$ cat src/rtl/alarm_pkg.sv
// Shared types for the multi-channel alarm siren.
// Snooze support is enabled by defining SIREN_SNOOZE_EN.
package alarm_pkg;

    localparam int TIME_W = 8;

    typedef enum logic [1:0] {
        IDLE,
        RINGING,
        SNOOZE
    } state_t;

    typedef struct packed {
        logic [TIME_W-1:0] hour;
        logic [TIME_W-1:0] minute;
        logic [TIME_W-1:0] second;
    } alarm_time_t;

endpackage

$ cat src/rtl/tick_prescaler.sv
// Free-running divider producing a one-cycle tick every DIV clocks.
module tick_prescaler #(
    parameter int DIV = 9000000
) (
    input  logic clk,
    input  logic reset,
    output logic tick
);

    localparam int CW = (DIV > 1) ? $clog2(DIV) : 1;

    logic [CW-1:0] cnt;

    assign tick = (cnt == CW'(DIV - 1));

    always_ff @(posedge clk or posedge reset) begin
        if (reset) begin
            cnt <= '0;
        end else if (tick) begin
            cnt <= '0;
        end else begin
            cnt <= cnt + CW'(1);
        end
    end

endmodule

$ cat src/rtl/multi_alarm_siren.sv
// Multi-channel alarm controller with arming, queuing and ring timeout.
// Define SIREN_SNOOZE_EN to add the SNOOZE state and snooze counter.
module multi_alarm_siren
    import alarm_pkg::*;
#(
    parameter int NUM_ALARMS   = 4,
    parameter int TICK_DIV     = 9000000,
    parameter int RING_TICKS   = 600,
    parameter int SNOOZE_TICKS = 3000,
    localparam int ID_W = (NUM_ALARMS > 1) ? $clog2(NUM_ALARMS) : 1
) (
    input  logic                         clk,
    input  logic                         reset,
    input  logic [TIME_W-1:0]            current_hour,
    input  logic [TIME_W-1:0]            current_minute,
    input  logic [TIME_W-1:0]            current_second,
    input  logic [TIME_W*NUM_ALARMS-1:0] alarm_hour,
    input  logic [TIME_W*NUM_ALARMS-1:0] alarm_minute,
    input  logic [TIME_W*NUM_ALARMS-1:0] alarm_second,
    input  logic [ID_W-1:0]              sel,
    input  logic                         alarm_btn,
    input  logic                         snooze_btn,
    output logic [NUM_ALARMS-1:0]        armed,
    output logic                         alarm_siren,
    output logic                         snoozing,
    output logic [ID_W-1:0]              ringing_id
);

    localparam int N  = NUM_ALARMS;
    localparam int RW = $clog2(RING_TICKS + 1);

    logic          tick;
    state_t        state, state_n;
    logic [N-1:0]  armed_n, pending, pending_n;
    logic [N-1:0]  match, match_prev, hit, pend_all;
    logic [N-1:0]  sel_mask, rid_mask, lo_mask;
    logic [ID_W-1:0] rid, rid_n, lo_id;
    logic [RW-1:0] ring_cnt, ring_cnt_n;
    logic          alarm_prev, alarm_press;
    alarm_time_t   now;

    tick_prescaler #(.DIV(TICK_DIV)) u_presc (
        .clk   (clk),
        .reset (reset),
        .tick  (tick)
    );

    assign now = '{hour: current_hour, minute: current_minute,
                   second: current_second};

    for (genvar g = 0; g < N; g++) begin : g_ch
        alarm_time_t at;
        assign at = '{hour:   alarm_hour[TIME_W*g +: TIME_W],
                      minute: alarm_minute[TIME_W*g +: TIME_W],
                      second: alarm_second[TIME_W*g +: TIME_W]};
        assign match[g] = armed[g] && (at == now);
    end

    // A match only fires on its first tick so a dismissed alarm stays quiet.
    assign hit         = match & ~match_prev;
    assign pend_all    = pending | hit;
    assign alarm_press = alarm_btn & ~alarm_prev;
    assign sel_mask    = N'(1) << sel;
    assign rid_mask    = N'(1) << rid;
    assign lo_mask     = N'(1) << lo_id;

    always_comb begin
        lo_id = '0;
        for (int i = N - 1; i >= 0; i--) begin
            if (pend_all[i]) lo_id = ID_W'(i);
        end
    end

`ifdef SIREN_SNOOZE_EN
    localparam int SW = $clog2(SNOOZE_TICKS + 1);

    logic          snooze_prev, snooze_press;
    logic [SW-1:0] snooze_cnt, snooze_cnt_n;

    assign snooze_press = snooze_btn & ~snooze_prev;
    assign snoozing     = (state == SNOOZE);

    always_ff @(posedge clk or posedge reset) begin
        if (reset) begin
            snooze_prev <= 1'b0;
            snooze_cnt  <= '0;
        end else begin
            snooze_cnt <= snooze_cnt_n;
            if (tick) snooze_prev <= snooze_btn;
        end
    end
`else
    logic snooze_unused;

    assign snooze_unused = snooze_btn & (SNOOZE_TICKS > 0);
    assign snoozing      = 1'b0;
`endif

    always_comb begin
        state_n    = state;
        armed_n    = armed;
        pending_n  = pending;
        rid_n      = rid;
        ring_cnt_n = ring_cnt;
`ifdef SIREN_SNOOZE_EN
        snooze_cnt_n = snooze_cnt;
`endif
        if (tick) begin
            pending_n = pend_all;
            unique case (state)
                IDLE: begin
                    if (|pend_all) begin
                        state_n    = RINGING;
                        rid_n      = lo_id;
                        pending_n  = pend_all & ~lo_mask;
                        ring_cnt_n = '0;
                    end else if (alarm_press) begin
                        armed_n   = armed ^ sel_mask;
                        pending_n = pend_all & ~(sel_mask & armed);
                    end
                end
                RINGING: begin
                    if (alarm_press) begin
                        state_n   = IDLE;
                        armed_n   = armed & ~rid_mask;
                        pending_n = pend_all & ~rid_mask;
                    end
`ifdef SIREN_SNOOZE_EN
                    else if (snooze_press) begin
                        state_n      = SNOOZE;
                        snooze_cnt_n = SW'(SNOOZE_TICKS);
                    end
`endif
                    else if (ring_cnt == RW'(RING_TICKS - 1)) begin
                        state_n = IDLE;
                    end else begin
                        ring_cnt_n = ring_cnt + RW'(1);
                    end
                end
`ifdef SIREN_SNOOZE_EN
                SNOOZE: begin
                    if (alarm_press) begin
                        state_n   = IDLE;
                        armed_n   = armed & ~rid_mask;
                        pending_n = pend_all & ~rid_mask;
                    end else if (snooze_cnt == SW'(1)) begin
                        state_n    = RINGING;
                        ring_cnt_n = '0;
                    end else begin
                        snooze_cnt_n = snooze_cnt - SW'(1);
                    end
                end
`endif
                default: state_n = IDLE;
            endcase
        end
    end

    always_ff @(posedge clk or posedge reset) begin
        if (reset) begin
            state      <= IDLE;
            armed      <= '0;
            pending    <= '0;
            match_prev <= '0;
            rid        <= '0;
            ring_cnt   <= '0;
            alarm_prev <= 1'b0;
        end else begin
            state    <= state_n;
            armed    <= armed_n;
            pending  <= pending_n;
            rid      <= rid_n;
            ring_cnt <= ring_cnt_n;
            if (tick) begin
                match_prev <= match;
                alarm_prev <= alarm_btn;
            end
        end
    end

    assign alarm_siren = (state == RINGING);
    assign ringing_id  = rid;

endmodule

$ cat config.mk
export PLATFORM = sky130hd
export DESIGN_NAME = multi_alarm_siren
export DESIGN_NICKNAME = d
export VERILOG_FILES = /design/src/rtl/alarm_pkg.sv /design/src/rtl/tick_prescaler.sv /design/src/rtl/multi_alarm_siren.sv
export SDC_FILE = /design/constraint.sdc
export NUM_CORES = 1
export LEC_CHECK = 0
export CAP_MARGIN = 0
export CORE_MARGIN = 10
export CORE_UTILIZATION = 49
export CTS_CLUSTER_DIAMETER = 60
export DETAILED_ROUTE_END_ITERATION = 8
export PLACE_DENSITY = 0.95
export SYNTH_ARGS = -nofsm -noshare
export SYNTH_HDL_FRONTEND = slang
export SYNTH_SLANG_ARGS = --single-unit
$ cat constraint.sdc
create_clock -name clk -period 7.9 [get_ports clk]
set_clock_uncertainty 0.05 [all_clocks]
set_input_delay 1.185 -clock clk [delete_from_list [all_inputs] [get_ports clk]]
set_output_delay 1.185 -clock clk [all_outputs]
set_load 0.02 [all_outputs]
==> results of run 1 <==
[path summary, 6_finish.rpt]
| kind | slack [ns] | depth (start not counted) | to |
|---|---|---|---|
| worst max-delay path | 3.96 | 8 | ring_cnt[4] |
| worst min-delay path | 0.44 | 1 | u_presc.cnt[0] |
| worst max register to register | 5.14 | 8 | ring_cnt[9] |
| worst min register to register | 0.44 | 1 | u_presc.cnt[0] |
| max in group asynchronous | 5.78 | 2 | armed[2] |
| min in group asynchronous | 1.39 | 2 | ring_cnt[6] |
[registers in the layout, summed over array words and instances (netlist names)]
| register | count |
|---|---|
| pending | 4 |
| state | 1 |
| u_presc.cnt | 24 |
| armed | 4 |
| match_prev | 4 |
| ringing_id | 2 |
| alarm_prev | 1 |
| ring_cnt | 10 |
[kinds of logic after synthesis]
family | share of synthesized area [%]
muxes | 0.600
buffers and inverters | 3.50
DFF | 33.4
and+or+nand+nor | 23.7
xor gates and xnor gates | 26.2
adders and majority gates | 2.00
other | 0.100
AOI/OAI and AO/OA | 10.6
[critical path, cell delays in order]
cell and delay (ns):
clkdlybuf4s50_1 0.65, xnor2_1 0.16, nand4_1 0.15, or4_1 0.63, o41a_1 0.41, nand4_1 0.32
nor2b_1 0.47, a21oi_1 0.09
[cell type report]
type / count / area (um2)
fill: 505 / 2080
tap: 99 / 124
multi-input combinational: 339 / 2370
inverter: 22 / 82.6
clock buffer: 6 / 82.6
sequential: 50 / 1250
timing repair buffer: 134 / 1330
[power groups by stage]
stage / registers [mW] / clock network, mW / logic [mW]
after floorplan: 0.261 / 0 / 0.0526
after global placement: 0.261 / 0 / 0.135
after detailed placement: 0.261 / 0 / 0.139
after CTS: 0.256 / 0.149 / 0.140
after global routing: 0.256 / 0.159 / 0.150
final: 0.256 / 0.147 / 0.141
[Yosys cell counts (all sizes together), types with 8 or more instances]
library cell  instances
xnor2                75
dfrtp                50
xor2                 37
nand2                27
nor2                 26
inv                  22
nand3                22
nand4                22
a21oi                16
nor4                 15
o21ai                13
nand2b                8
or3                   8
or4                   8
[layout by cell type, fill, tap and decap left out, types with 12 or more instances in the layout]
cell type / count
xor2_1: 37
nor2_1: 25
xnor2_1: 75
nor4_1: 14
nand3_1: 22
clkdlybuf4s50_1: 131
nand4_1: 21
dfrtp_1: 50
inv_1: 21
o21ai_0: 12
a21oi_1: 15
nand2_1: 27
[through the flow]
step / power (mW) / util (%)
floorplan: 0.313 / -
global placement: 0.396 / 70.5
detailed placement: 0.400 / 70.5
CTS: 0.545 / 71.6
global route: 0.564 / 71.6
finish: 0.544 / 71.6
[layer usage]
layer	vias to the layer above	wire length [um]	share of wire, %	track usage (%)
met4	0	432	3.2	7.82
met5	-	0	0	0
met1	1782	5040	38	24.3
met2	182	6890	52	41.0
met3	39	981	7.4	5.63
li1	1738	-	-	-
==> results_dict.tcl, run 1 <==
set metrics [dict create \
    clock_latency_ns 0.30 \
    synth_top_area_share_pct 33.4 \
    antenna_cells 0 \
    syn_to_final_growth_pct 39.9 \
    dp.cells 644 \
    max_freq_mhz 254 \
    critPathMaxFanout 8 \
    grt.total_usage_pct 22.4 \
    p_int_uw 409 \
    grt_setup_unrepaired "no" \
    cts_tree "built" \
    drt_first_pass_iters 6 \
    dp_hpwl_um 11000 \
    yosysTopAreaCell "dfrtp_1" \
    syn-cell-area_um2 3750 \
    status "completed" \
    cts_htree_levels 2 \
    gp_congestion 0.951 \
    synth-main-ff-cell "dfrtp_1" \
    num_io_pins 134 \
    ant_nets 0 \
    floorplan.initialDensity_pct 51.2 \
    min_period_ns 3.94 \
    synth_area_leaders "dfrtp_1 33%, xnor2_1 18%, xor2_1 8.6%" \
    setup_tns_ns 0 \
    irDropWorstVdd_mv 0.138 \
    layout-drive-gt1-share_pct 3.99 \
    power.share.sequential_pct 47.0 \
    slew_viol_final 0 \
    endpoint_kind "flip-flop" \
    p_sw_uw 135 \
    detail_route.vias_per_cell 5.76 \
    post_cts_buffers 0 \
    numCtsBuffers 5 \
    hp-start "u_presc.cnt[0]" \
    comb_power_share_pct 25.9 \
    core_um2 7330 \
    swShare_pct 24.8 \
    crit_start "current_hour[7]" \
    cap_violations 0 \
    clockPowerShare_pct 27.1 \
    syn_avg_cell_area_um2 8.93 \
    dieArea_um2 11600 \
    synthArstFlopShare_pct 100 \
    cts-root-buf "clkbuf_8" \
    grt_pass1_vias 3876 \
    hold_viol 0 \
    drcViolationCount 0 \
    syn_inst 420 \
    fin_ws_ns 3.96 \
    ys_ff_latch 50 \
    grt_pass1_wl_um 20700 \
    worst_slew_pin_slew_ns 1.02 \
    antenna_found_initial 0 \
    setup-violations-final 0 \
    holdWs_ns 0.441 \
    hp-class "flip-flop to flip-flop" \
    power_density_nw_per_um2 104 \
    path_clk_slew_ns 0.08 \
    overflow 0 \
    ctsHoldBuffers 0 \
    dr.first_iter.drc_count 347 \
    fin_area_um2 5250 \
    ys_types 51 \
    synth_edf_count 0 \
    r2r_start "u_presc.cnt[0]" \
    grt_max_degree 51 \
    slew_headroom_pct 31.7 \
    cts_sinks 50 \
    yosysWarnings 0 \
    fin_nets 684 \
    post-route-period-util_pct 49.9 \
    placementRows 31 \
    cp.required_ns 8.02 \
    wl_per_cell_um 20.5 \
    place_ws_ns 3.66 \
    io_buffers 131 \
    routed_wl_um 13300 \
    num_vias 3741 \
    crit_type "input port to flip-flop" \
    cp-start-kind "input port" \
    cts_resized 0 \
    die_y_um 107 \
    dpl-instance-area_um2 5170 \
    synth.net_count 552 \
    cp.arrival_ns 4.06 \
    clockBufferDepth 2 \
    leakagePower_nw 2.05 \
    yosysSeqAreaShare_pct 33.4 \
    stdcell_count 650 \
    die_w_um 107 \
]
No activity file was read; power rests on OpenSTA's default activity.
==> inputs of run 2 (changes only) <==
--- a/config.mk
+++ b/config.mk
@@ -7,10 +7,10 @@
 export LEC_CHECK = 0
 export CAP_MARGIN = 0
 export CORE_MARGIN = 10
-export CORE_UTILIZATION = 49
+export CORE_UTILIZATION = 41
 export CTS_CLUSTER_DIAMETER = 60
 export DETAILED_ROUTE_END_ITERATION = 8
-export PLACE_DENSITY = 0.95
+export PLACE_DENSITY = 0.87
 export SYNTH_ARGS = -nofsm -noshare
 export SYNTH_HDL_FRONTEND = slang
 export SYNTH_SLANG_ARGS = --single-unit
==> constraint.sdc (replaced) <==
create_clock -name clk -period 3.4 [get_ports clk]
set_clock_uncertainty 0.05 [all_clocks]
set_input_delay 0.51 -clock clk [delete_from_list [all_inputs] [get_ports clk]]
set_output_delay 0.51 -clock clk [all_outputs]
set_load 0.02 [all_outputs]
==> run 2 against run 1 <==
Net effect: cell count increased by 4.6%; global-route usage decreased by 3.0 points; sequential power is 130% higher; first-iteration DRC count down 29%; core utilization fell by 9.9 points; worst setup slack got worse by 3.6 ns; sequential share of layout area shrank 0.82 points; largest power group unchanged; highest routed layer unchanged.
==> results_dict.tcl, run 2 (synthesis gave the netlist of run 1 again) <==
set metrics [dict create \
    clock_latency_ns 0.30 \
    floorplan.initialDensity_pct 42.6 \
    drt_first_pass_iters 4 \
    power_density_nw_per_um2 249 \
    r2r_slack_ns 0.59 \
    clockBufferDepth 2 \
    post-route-period-util_pct 89.9 \
    final_util_pct 61.7 \
    clockPowerShare_pct 31.3 \
    fin_nets 703 \
    leakagePower_nw 2.16 \
    p_int_mw 1.04 \
    irDropWorstVdd_mv 0.215 \
    max_freq_mhz 327 \
    cp.required_ns 3.57 \
    grt_setup_unrepaired "no" \
    numCtsBuffers 5 \
    hold_viol 0 \
    place_ws_ns 0.0671 \
    die_w_um 116 \
    io_buffers 131 \
    slew_viol_final 0 \
    antenna_found_initial 1 \
    grt_pass1_wl_um 20600 \
    endpoint_kind "flip-flop" \
    slew_headroom_pct 30.1 \
    comb_power_share_pct 24.7 \
    min_period_ns 3.06 \
    reg_top3 "u_presc.cnt x24, ring_cnt x10" \
    setup_tns_ns 0 \
    power.share.sequential_pct 43.9 \
    fin_ws_ns 0.343 \
    dp.cells 672 \
    gp_congestion 0.914 \
    die_y_um 116 \
    cts-root-buf "clkbuf_8" \
    slowest_delay_ns 0.65 \
    layout-drive-gt1-share_pct 7.36 \
    ant_nets 0 \
    max_flop_register "u_presc.cnt" \
    cts_htree_levels 2 \
    dr.first_iter.drc_count 245 \
    critPathMaxFanout 12 \
    cp.arrival_ns 3.22 \
    crit_type "input port to flip-flop" \
    swShare_pct 23.3 \
    detail_route.vias_per_cell 5.45 \
    num_vias 3704 \
    register_area_um2 1250 \
    stdcell_count 680 \
    holdWs_ns 0.454 \
    num_io_pins 134 \
    fill_cells 713 \
    crit_slowest_cell "clkdlybuf4s50_1" \
    final_cell_mix "131 x clkdlybuf4s50_1, 75 x xnor2_1, 50 x dfrtp_1" \
    multi_input_area_um2 2370 \
    cts_tree "built" \
    hp-class "flip-flop to flip-flop" \
    cp-start-kind "input port" \
    grt_max_degree 51 \
    grt_pass1_vias 3912 \
    setup-violations-final 0 \
    overflow 0 \
    syn_to_final_growth_pct 44.9 \
    cap_violations 0 \
    worst_slew_pin_slew_ns 1.05 \
    placementRows 34 \
    ctsHoldBuffers 0 \
    wl_per_cell_um 19.7 \
    crit_chain "clkdlybuf4s50_1 -> xnor2_1 -> nand4_1 -> or4_1 -> o41ai_2 -> nor4_1 -> buf_4 -> or3_1 -> a21oi_1" \
    p_sw_uw 315 \
    routed_wl_um 13400 \
    dieArea_um2 13400 \
    core_um2 8810 \
    grt.total_usage_pct 19.4 \
    drcViolationCount 0 \
    status "completed" \
    post_cts_buffers 0 \
    critPathBufInv 2 \
    path_clk_slew_ns 0.09 \
    dp_hpwl_um 11100 \
    final_common_cell "clkdlybuf4s50_1" \
    largest_reg_flops 24 \
    cts_sinks 50 \
    cp_top_family "simple AND/OR/NAND/NOR gates" \
    cts_resized 0 \
]
run 2: cell types whose count changed in the layout (fill, tap and decap cells not counted), sizes merged:
cell    delta
diode      +1
buf       +19
bufinv     +1
run 2: worst paths after layout:
kind / from / to / cells past startpoint
worst min register to register: u_presc.cnt[0] / u_presc.cnt[0] / 1
worst max-delay path: current_minute[0] / ring_cnt[6] / 9
worst max register to register: u_presc.cnt[0] / ring_cnt[4] / 8
worst min-delay path: u_presc.cnt[0] / u_presc.cnt[0] / 1
min in group asynchronous: reset / u_presc.cnt[10] / 2
max in group asynchronous: reset / ring_cnt[6] / 2
run 2: power groups by stage:
stage               clock [mW]  combinational, mW  sequential, mW
floorplan                    0              0.122           0.606
global placement             0              0.327           0.606
detailed placement           0              0.334           0.606
CTS                      0.429              0.336           0.594
global route             0.456              0.358           0.594
finish                   0.424              0.334           0.594
run 2: layout make-up:
cell class / count / share of cell area, %
flip-flops and latches: 50 / 23.0
inverters: 22 / 1.52
well taps: 108 / 2.49
multi-input cells: 339 / 43.7
diodes: 1 / 0.0460
repair buffers: 153 / 27.2
clock inverters: 1 / 0.552
clock buffers: 6 / 1.52
run 2: worst reg2reg max path, cell delays in order, from the launching register on:
cell,delay [ns]
dfrtp_1,0.41
ha_1,0.24
nand4_2,0.13
or2_4,0.28
or4_4,0.63
nor2_2,0.33
nand3_1,0.17
or3_1,0.33
a21oi_1,0.16
run 2: per-layer routing:
layer	vias up	part of all wire, %	GRT usage [%]
met5	-	0	0
met4	0	1.5	3.92
met3	14	8.0	4.70
met2	143	52	37.0
met1	1771	38	21.3
li1	1776	-	-
run 2: per-stage QoR:
step                cell area [um2]  power (mW)
floorplan                      3750       0.728
global placement               5320       0.933
detailed placement             5320       0.939
CTS                            5430        1.36
global route                   5440        1.41
finish                         5440        1.35
==> inputs of run 3 (changes only) <==
--- a/config.mk
+++ b/config.mk
@@ -14,3 +14,4 @@
 export SYNTH_ARGS = -nofsm -noshare
 export SYNTH_HDL_FRONTEND = slang
 export SYNTH_SLANG_ARGS = --single-unit
+export TNS_END_PERCENT = 20
==> results of run 3 <==
Final layout, timing and power as in run 2 (identical DEF).
